===== config.mk =====
export PLATFORM = sky130hd
export DESIGN_NAME = sd_sector_arbiter
export DESIGN_NICKNAME = d
export VERILOG_FILES = /design/src/rtl/sd_pkg.sv /design/src/rtl/sd_xfer_counter.sv /design/src/rtl/sd_sector_arbiter.sv
export SDC_FILE = /design/constraint.sdc
export NUM_CORES = 1
export LEC_CHECK = 0
export ABC_AREA = 1
export BUFFER_PORTS_ARGS = -buffer_cell sky130_fd_sc_hd__buf_2
export CORE_MARGIN = 2
export CORE_UTILIZATION = 40
export CTS_BUF_LIST = sky130_fd_sc_hd__clkbuf_16
export DETAILED_ROUTE_END_ITERATION = 7
export GPL_TIMING_DRIVEN = 0
export PLACE_DENSITY = 0.76
export SYNTH_ARGS = -nofsm -noshare
export SYNTH_HDL_FRONTEND = slang
export SYNTH_SLANG_ARGS = --single-unit
export TNS_END_PERCENT = 20

===== constraint.sdc =====
create_clock -name clk -period 1.73 [get_ports clk]
set_input_delay 0.0865 -clock clk [delete_from_list [all_inputs] [get_ports clk]]
set_output_delay 0.0865 -clock clk [all_outputs]
set_load 0.005 [all_outputs]

===== src/rtl/sd_pkg.sv =====
// Shared definitions for the SD sector arbiter: FSM encoding, sector geometry,
// SD command codes and a counter-width helper.
package sd_pkg;

  typedef enum logic [2:0] {
    ST_IDLE,
    ST_WAIT_READY,
    ST_ISSUE,
    ST_TRANSFER,
    ST_RELEASE
  } arb_state_t;

  localparam int   SD_SECTOR_BYTES = 512;
  localparam int   SD_ADDR_W       = 26;
  localparam int   SD_BYTE_CNT_W   = 10;

  localparam logic SD_OP_READ      = 1'b0;
  localparam logic SD_OP_WRITE     = 1'b1;

  // Keeps the timeout counter at least one bit wide for tiny timeout values.
  function automatic int sd_cnt_width(input int n);
    return (n > 2) ? $clog2(n) : 1;
  endfunction

endpackage


===== src/rtl/sd_xfer_counter.sv =====
// Byte counter (saturating) and timeout counter for one sector transfer.
// Both are cleared together when a new command is issued.
module sd_xfer_counter
  import sd_pkg::*;
#(
  parameter int TIMEOUT_CYCLES = 1048576
) (
  input  logic                     clk,
  input  logic                     rst,
  input  logic                     i_clear,
  input  logic                     i_byte,
  input  logic                     i_tick,
  output logic [SD_BYTE_CNT_W-1:0] o_byte_count_next,
  output logic                     o_timeout
);

  localparam int TW = sd_cnt_width(TIMEOUT_CYCLES);
  localparam logic [SD_BYTE_CNT_W-1:0] BYTE_MAX = '1;

  logic [SD_BYTE_CNT_W-1:0] r_byte_count;
  logic [TW-1:0]            r_tmo_count;
  logic [SD_BYTE_CNT_W-1:0] w_byte_next;

  // NOTE: every variable assigned in always_comb gets a default first, so no latch is inferred.
  always_comb begin
    w_byte_next = r_byte_count;
    if (i_byte && (r_byte_count != BYTE_MAX)) begin
      w_byte_next = r_byte_count + 1'b1;
    end
  end

  assign o_byte_count_next = w_byte_next;
  assign o_timeout         = (r_tmo_count == TW'(TIMEOUT_CYCLES - 1));

  // NOTE: sequential state uses non-blocking assignments so all registers update from pre-edge values.
  always_ff @(posedge clk or posedge rst) begin
    if (rst) begin
      r_byte_count <= '0;
      r_tmo_count  <= '0;
    end else if (i_clear) begin
      r_byte_count <= '0;
      r_tmo_count  <= '0;
    end else begin
      r_byte_count <= w_byte_next;
      if (i_tick && !o_timeout) begin
        r_tmo_count <= r_tmo_count + 1'b1;
      end
    end
  end

endmodule


===== src/rtl/sd_sector_arbiter.sv =====
// Two-requester round-robin arbiter that owns an SD controller for one sector
// operation at a time, tracking byte count and a transfer timeout.
module sd_sector_arbiter
  import sd_pkg::*;
#(
  parameter int TIMEOUT_CYCLES = 1048576,
  parameter int SECTOR_BYTES   = SD_SECTOR_BYTES
) (
  input  logic                 clk,
  input  logic                 rst,

  input  logic                 r0_req,
  input  logic                 r0_op,
  input  logic [SD_ADDR_W-1:0] r0_sector,
  input  logic [7:0]           r0_wdata,
  output logic                 r0_grant,
  output logic                 r0_byte,
  output logic                 r0_done,
  output logic                 r0_err,

  input  logic                 r1_req,
  input  logic                 r1_op,
  input  logic [SD_ADDR_W-1:0] r1_sector,
  input  logic [7:0]           r1_wdata,
  output logic                 r1_grant,
  output logic                 r1_byte,
  output logic                 r1_done,
  output logic                 r1_err,

  output logic [7:0]           rdata,

  output logic                 sd_op_code,
  output logic [SD_ADDR_W-1:0] sd_sector_address,
  output logic [7:0]           sd_outgoing_byte,
  output logic                 sd_execute,
  input  logic                 sd_busy,
  input  logic                 sd_finished_byte,
  input  logic                 sd_finished_sector,
  input  logic [7:0]           sd_incoming_byte
);

  arb_state_t               r_state;
  arb_state_t               w_next_state;
  logic                     r_owner;
  logic                     r_ptr;
  logic                     r_err;
  logic                     w_pick;
  logic                     w_clear;
  logic                     w_tick;
  logic                     w_byte_inc;
  logic                     w_timeout;
  logic                     w_bad_count;
  logic [SD_BYTE_CNT_W-1:0] w_byte_next;

  // A lone request wins regardless of the pointer; the pointer only breaks ties.
  assign w_pick      = (r0_req && r1_req) ? r_ptr : r1_req;
  assign w_bad_count = (w_byte_next != SD_BYTE_CNT_W'(SECTOR_BYTES));

  sd_xfer_counter #(
    .TIMEOUT_CYCLES (TIMEOUT_CYCLES)
  ) u_counter (
    .clk               (clk),
    .rst               (rst),
    .i_clear           (w_clear),
    .i_byte            (w_byte_inc),
    .i_tick            (w_tick),
    .o_byte_count_next (w_byte_next),
    .o_timeout         (w_timeout)
  );

  always_ff @(posedge clk or posedge rst) begin
    if (rst) begin
      r_state <= ST_IDLE;
    end else begin
      r_state <= w_next_state;
    end
  end

  always_comb begin
    w_next_state = r_state;
    unique case (r_state)
      ST_IDLE:       if (r0_req || r1_req) w_next_state = ST_WAIT_READY;
      ST_WAIT_READY: if (!sd_busy) w_next_state = ST_ISSUE;
      ST_ISSUE:      w_next_state = ST_TRANSFER;
      ST_TRANSFER:   if (sd_finished_sector || w_timeout) w_next_state = ST_RELEASE;
      ST_RELEASE:    w_next_state = ST_IDLE;
      default:       w_next_state = ST_IDLE;
    endcase
  end

  always_ff @(posedge clk or posedge rst) begin
    if (rst) begin
      r_owner           <= 1'b0;
      r_ptr             <= 1'b0;
      r_err             <= 1'b0;
      sd_op_code        <= SD_OP_READ;
      sd_sector_address <= '0;
    end else begin
      if ((r_state == ST_IDLE) && (r0_req || r1_req)) begin
        r_owner           <= w_pick;
        sd_op_code        <= w_pick ? r1_op : r0_op;
        sd_sector_address <= w_pick ? r1_sector : r0_sector;
      end
      // The same-cycle byte is already folded into w_byte_next before comparing.
      if ((r_state == ST_TRANSFER) && (sd_finished_sector || w_timeout)) begin
        r_err <= w_timeout || w_bad_count;
      end
      if (r_state == ST_RELEASE) begin
        r_ptr <= ~r_owner;
      end
    end
  end

  always_comb begin
    sd_execute       = (r_state == ST_ISSUE);
    w_clear          = (r_state == ST_ISSUE);
    w_tick           = (r_state == ST_TRANSFER);
    w_byte_inc       = w_tick && sd_finished_byte;
    r0_grant         = 1'b0;
    r1_grant         = 1'b0;
    r0_byte          = 1'b0;
    r1_byte          = 1'b0;
    r0_done          = 1'b0;
    r1_done          = 1'b0;
    r0_err           = 1'b0;
    r1_err           = 1'b0;
    sd_outgoing_byte = 8'h00;
    rdata            = w_tick ? sd_incoming_byte : 8'h00;
    if (r_state != ST_IDLE) begin
      r0_grant         = !r_owner;
      r1_grant         = r_owner;
      sd_outgoing_byte = r_owner ? r1_wdata : r0_wdata;
    end
    if (w_byte_inc) begin
      r0_byte = !r_owner;
      r1_byte = r_owner;
    end
    if (r_state == ST_RELEASE) begin
      r0_done = !r_owner;
      r1_done = r_owner;
      r0_err  = !r_owner && r_err;
      r1_err  = r_owner && r_err;
    end
  end

endmodule


==> results.sh <==
export IMPL_clock_root_buffer="clkbuf_16"
export IMPL_hold_viol_final=0
export IMPL_synth_edf_count=0
export IMPL_worst_pin_slew_ps=725.3
export IMPL_core_area_sq_um=9109
export IMPL_rsz0062_at_grt="true"
export IMPL_antennaDiodeCount=0
export IMPL_clock_latency_ps=330
export IMPL_drt_wl_total_um=12130
export IMPL_grt_pass1_vias=3986
export IMPL_worst_slack_ps=-35.93
export IMPL_p_leak_nw=2.768
export IMPL_required_ps=1940
export IMPL_dp_slack_ps=-245.5
export IMPL_yosys_register_bits=63
export IMPL_cp_max_fo=5
export IMPL_via_per_inst=5.300
export IMPL_grt_max_degree=34
export IMPL_synthDistinctLibCells=36
export IMPL_synth_cells=504
export IMPL_drc_errors=0
export IMPL_cts_tree="yes"
export IMPL_critPathLaunchType="flop"
export IMPL_yosys_area_top_type_share_pct=42.63
export IMPL_yosys_most_used_dff="dfrtp_1"
export IMPL_clk_pin_slew_ps=60
export IMPL_io_pins=137
export IMPL_setup_viol=8
export IMPL_first_iter_violations=342
export IMPL_worst_setup_path_type="flop to flop"
export IMPL_netlist_area_sq_um=3699
export IMPL_ys_warn_count=0
export IMPL_io_buffer_count=136
export IMPL_start_util_pct=40.60
export IMPL_fmax_ghz=0.5663
export IMPL_maxSlewHeadroom_pct=51.58
export IMPL_clockBufferDepth=2
export IMPL_end_kind="flop"
export IMPL_finClkSkew_ps=4.777
export IMPL_cap_violations=0
export IMPL_numCtsBuffers=9
export IMPL_status="finished with violations"
export IMPL_min_period_ps=1766
export IMPL_antenna_found_initial=0
export IMPL_route_antenna_remaining_nets=0
export IMPL_grt_use_total_pct=22.39
export IMPL_area_delta_synth_final_pct=44.38
export IMPL_yosys_top_cells_count="nand2_1 (105), nor2_1 (68), inv_1 (66)"
export IMPL_die_x_um=100.2
export IMPL_ys_seq_area_share_pct=42.63
export IMPL_dieHeight_um=100.2
export IMPL_synth_area_per_cell_sq_um=7.338
export IMPL_h_tree_depth=3
export IMPL_grt_ovfl_total=0
export IMPL_yosys_top_cells_area="dfrtp_1 (43%), nand2_1 (11%), o21ai_0 (7.7%)"
export IMPL_slew_violations=0
export IMPL_ir_worst_vdd_uv=970.6
export IMPL_vias=4240
export IMPL_fin_nets=771
export IMPL_p_per_area_nw_per_um2=1435
export IMPL_crit_arrival_ps=1980
export IMPL_rows=35
export IMPL_dp_hpwl_um=7794
export IMPL_async_flop_share_pct=100.0
export IMPL_grt_pass1_wl_um=18220
export IMPL_dp_cells=752
export IMPL_firstDrtPassIters=6
export IMPL_post_drt_wl_per_cell_um=15.16
export IMPL_clock_sinks=63
export IMPL_final_cells=800
export IMPL_drive_gt1_share_pct=37.74
export IMPL_yosysTopAreaCell="dfrtp_1"
export IMPL_die_area_sq_um=10030
export IMPL_hp_class="primary input to flop"
export IMPL_synth_most_common_cell="nand2_1"
export IMPL_gp_congestion=0.9214
export IMPL_synth_nets=591
export IMPL_violations="setup timing"
export IMPL_min_period_over_period_pct=102.1
[metal layers]
metal  up-vias  part of all wire, %  track usage, %
met1      1958                   37           26.50
li1       1987                    -               -
met2       256                   52           39.08
met4         0                  3.4           9.800
met3        39                  8.0           4.805
met5         -                    0               0
[critical path, cell delays in order (launching register included)]
cell and delay [ps]:
dfrtp_2 430, ha_4 180, inv_4 90, nor2_4 40, nand2_2 90, nor2_4 50, nand2_4 90, nand2_4 70
inv_1 160, nand2_1 170, a31oi_1 280
[cell usage in the layout (no fill, tap or decap), types with 12 or more instances in the layout]
cell type  synthesis  final
buf_2              5    140
nand2_1          105    100
nor2_1            68     65
inv_1             66     63
dfrtp_1           63     56
o21ai_0           57     55
buf_4              1     27
nand3_1           24     22
a21oi_1           14     12
nor2_4             6     12
o21ai_1           10     12
[worst paths after layout]
path	from	slack [ps]	cells past startpoint	to
setup / recovery	u_counter.r_tmo_count[0]	-40	10	r_state[0]
hold / removal	r1_sector[3]	20	3	sd_sector_address[3]
setup reg to reg	u_counter.r_tmo_count[0]	-40	10	r_state[0]
hold reg to reg	sd_sector_address[8]	480	2	sd_sector_address[8]
max in group asynchronous	rst	660	4	r_owner
min in group asynchronous	rst	440	3	u_counter.r_tmo_count[12]
[repair_timing]
item | 4_1_cts | 5_1_grt
setup buffers | 14 | 14
pin swaps | 9 | 24
hold buffers | 1 | 0
cloned | 1 | 2
gates resized for setup | 21 | 37
endpoints found under the setup margin | 53 | 54
hold endpoints to repair | 32 | 0
[state kept, by name (all words and copies together), names as in the netlist]
| name | count |
|---|---|
| sd_sector_address | 26 |
| u_counter.r_tmo_count | 20 |
| u_counter.r_byte_count | 10 |
| r_state | 3 |
| r_err | 1 |
| r_owner | 1 |
| r_ptr | 1 |
| sd_op_code | 1 |
[cell families (layout without fill, tap and decap cells)]
group / count (synthesis) / in the layout / share of synthesized area (%)
buf+inv: 88 / 271 / 9.506
simple gates: 252 / 254 / 32.41
fa+ha+maj: 2 / 2 / 0.6765
compound gates: 94 / 94 / 13.60
xor+xnor: 5 / 5 / 1.184
flops: 63 / 63 / 42.63
[layout make-up]
| cell class | instances | area [sq um] |
|---|---|---|
| timing repair buffer | 167 | 962.2 |
| inverter | 75 | 294.0 |
| buffer | 13 | 80.08 |
| tap | 111 | 138.9 |
| sequential | 63 | 1585 |
| clock buffer | 9 | 225.2 |
| fill | 750 | 3769 |
| clock inverter | 7 | 97.59 |
| multi-input combinational | 355 | 1957 |
[through the flow]
stage	util, %	hold WS (ps)	total power [mW]	setup TNS, ps	area (sq um)
final	58.63	16.11	7.663	-118.6	5340
after global routing	58.63	26.84	8.093	-972.7	5340
after CTS	55.54	13.81	7.117	0	5059
after detailed placement	49.82	252.8	4.911	-4976	4538
after global placement	49.60	343.5	4.807	-50600	4518
after floorplan	-	243.7	3.852	0	3699
[power breakdown]
group	internal (mW)	switching (mW)	leakage, nW
sequential	1.92	0.330	0.806
combinational	1.46	1.97	1.81
clock	1.26	0.718	0.153
Note: power is estimated with default switching activity, not from simulation.
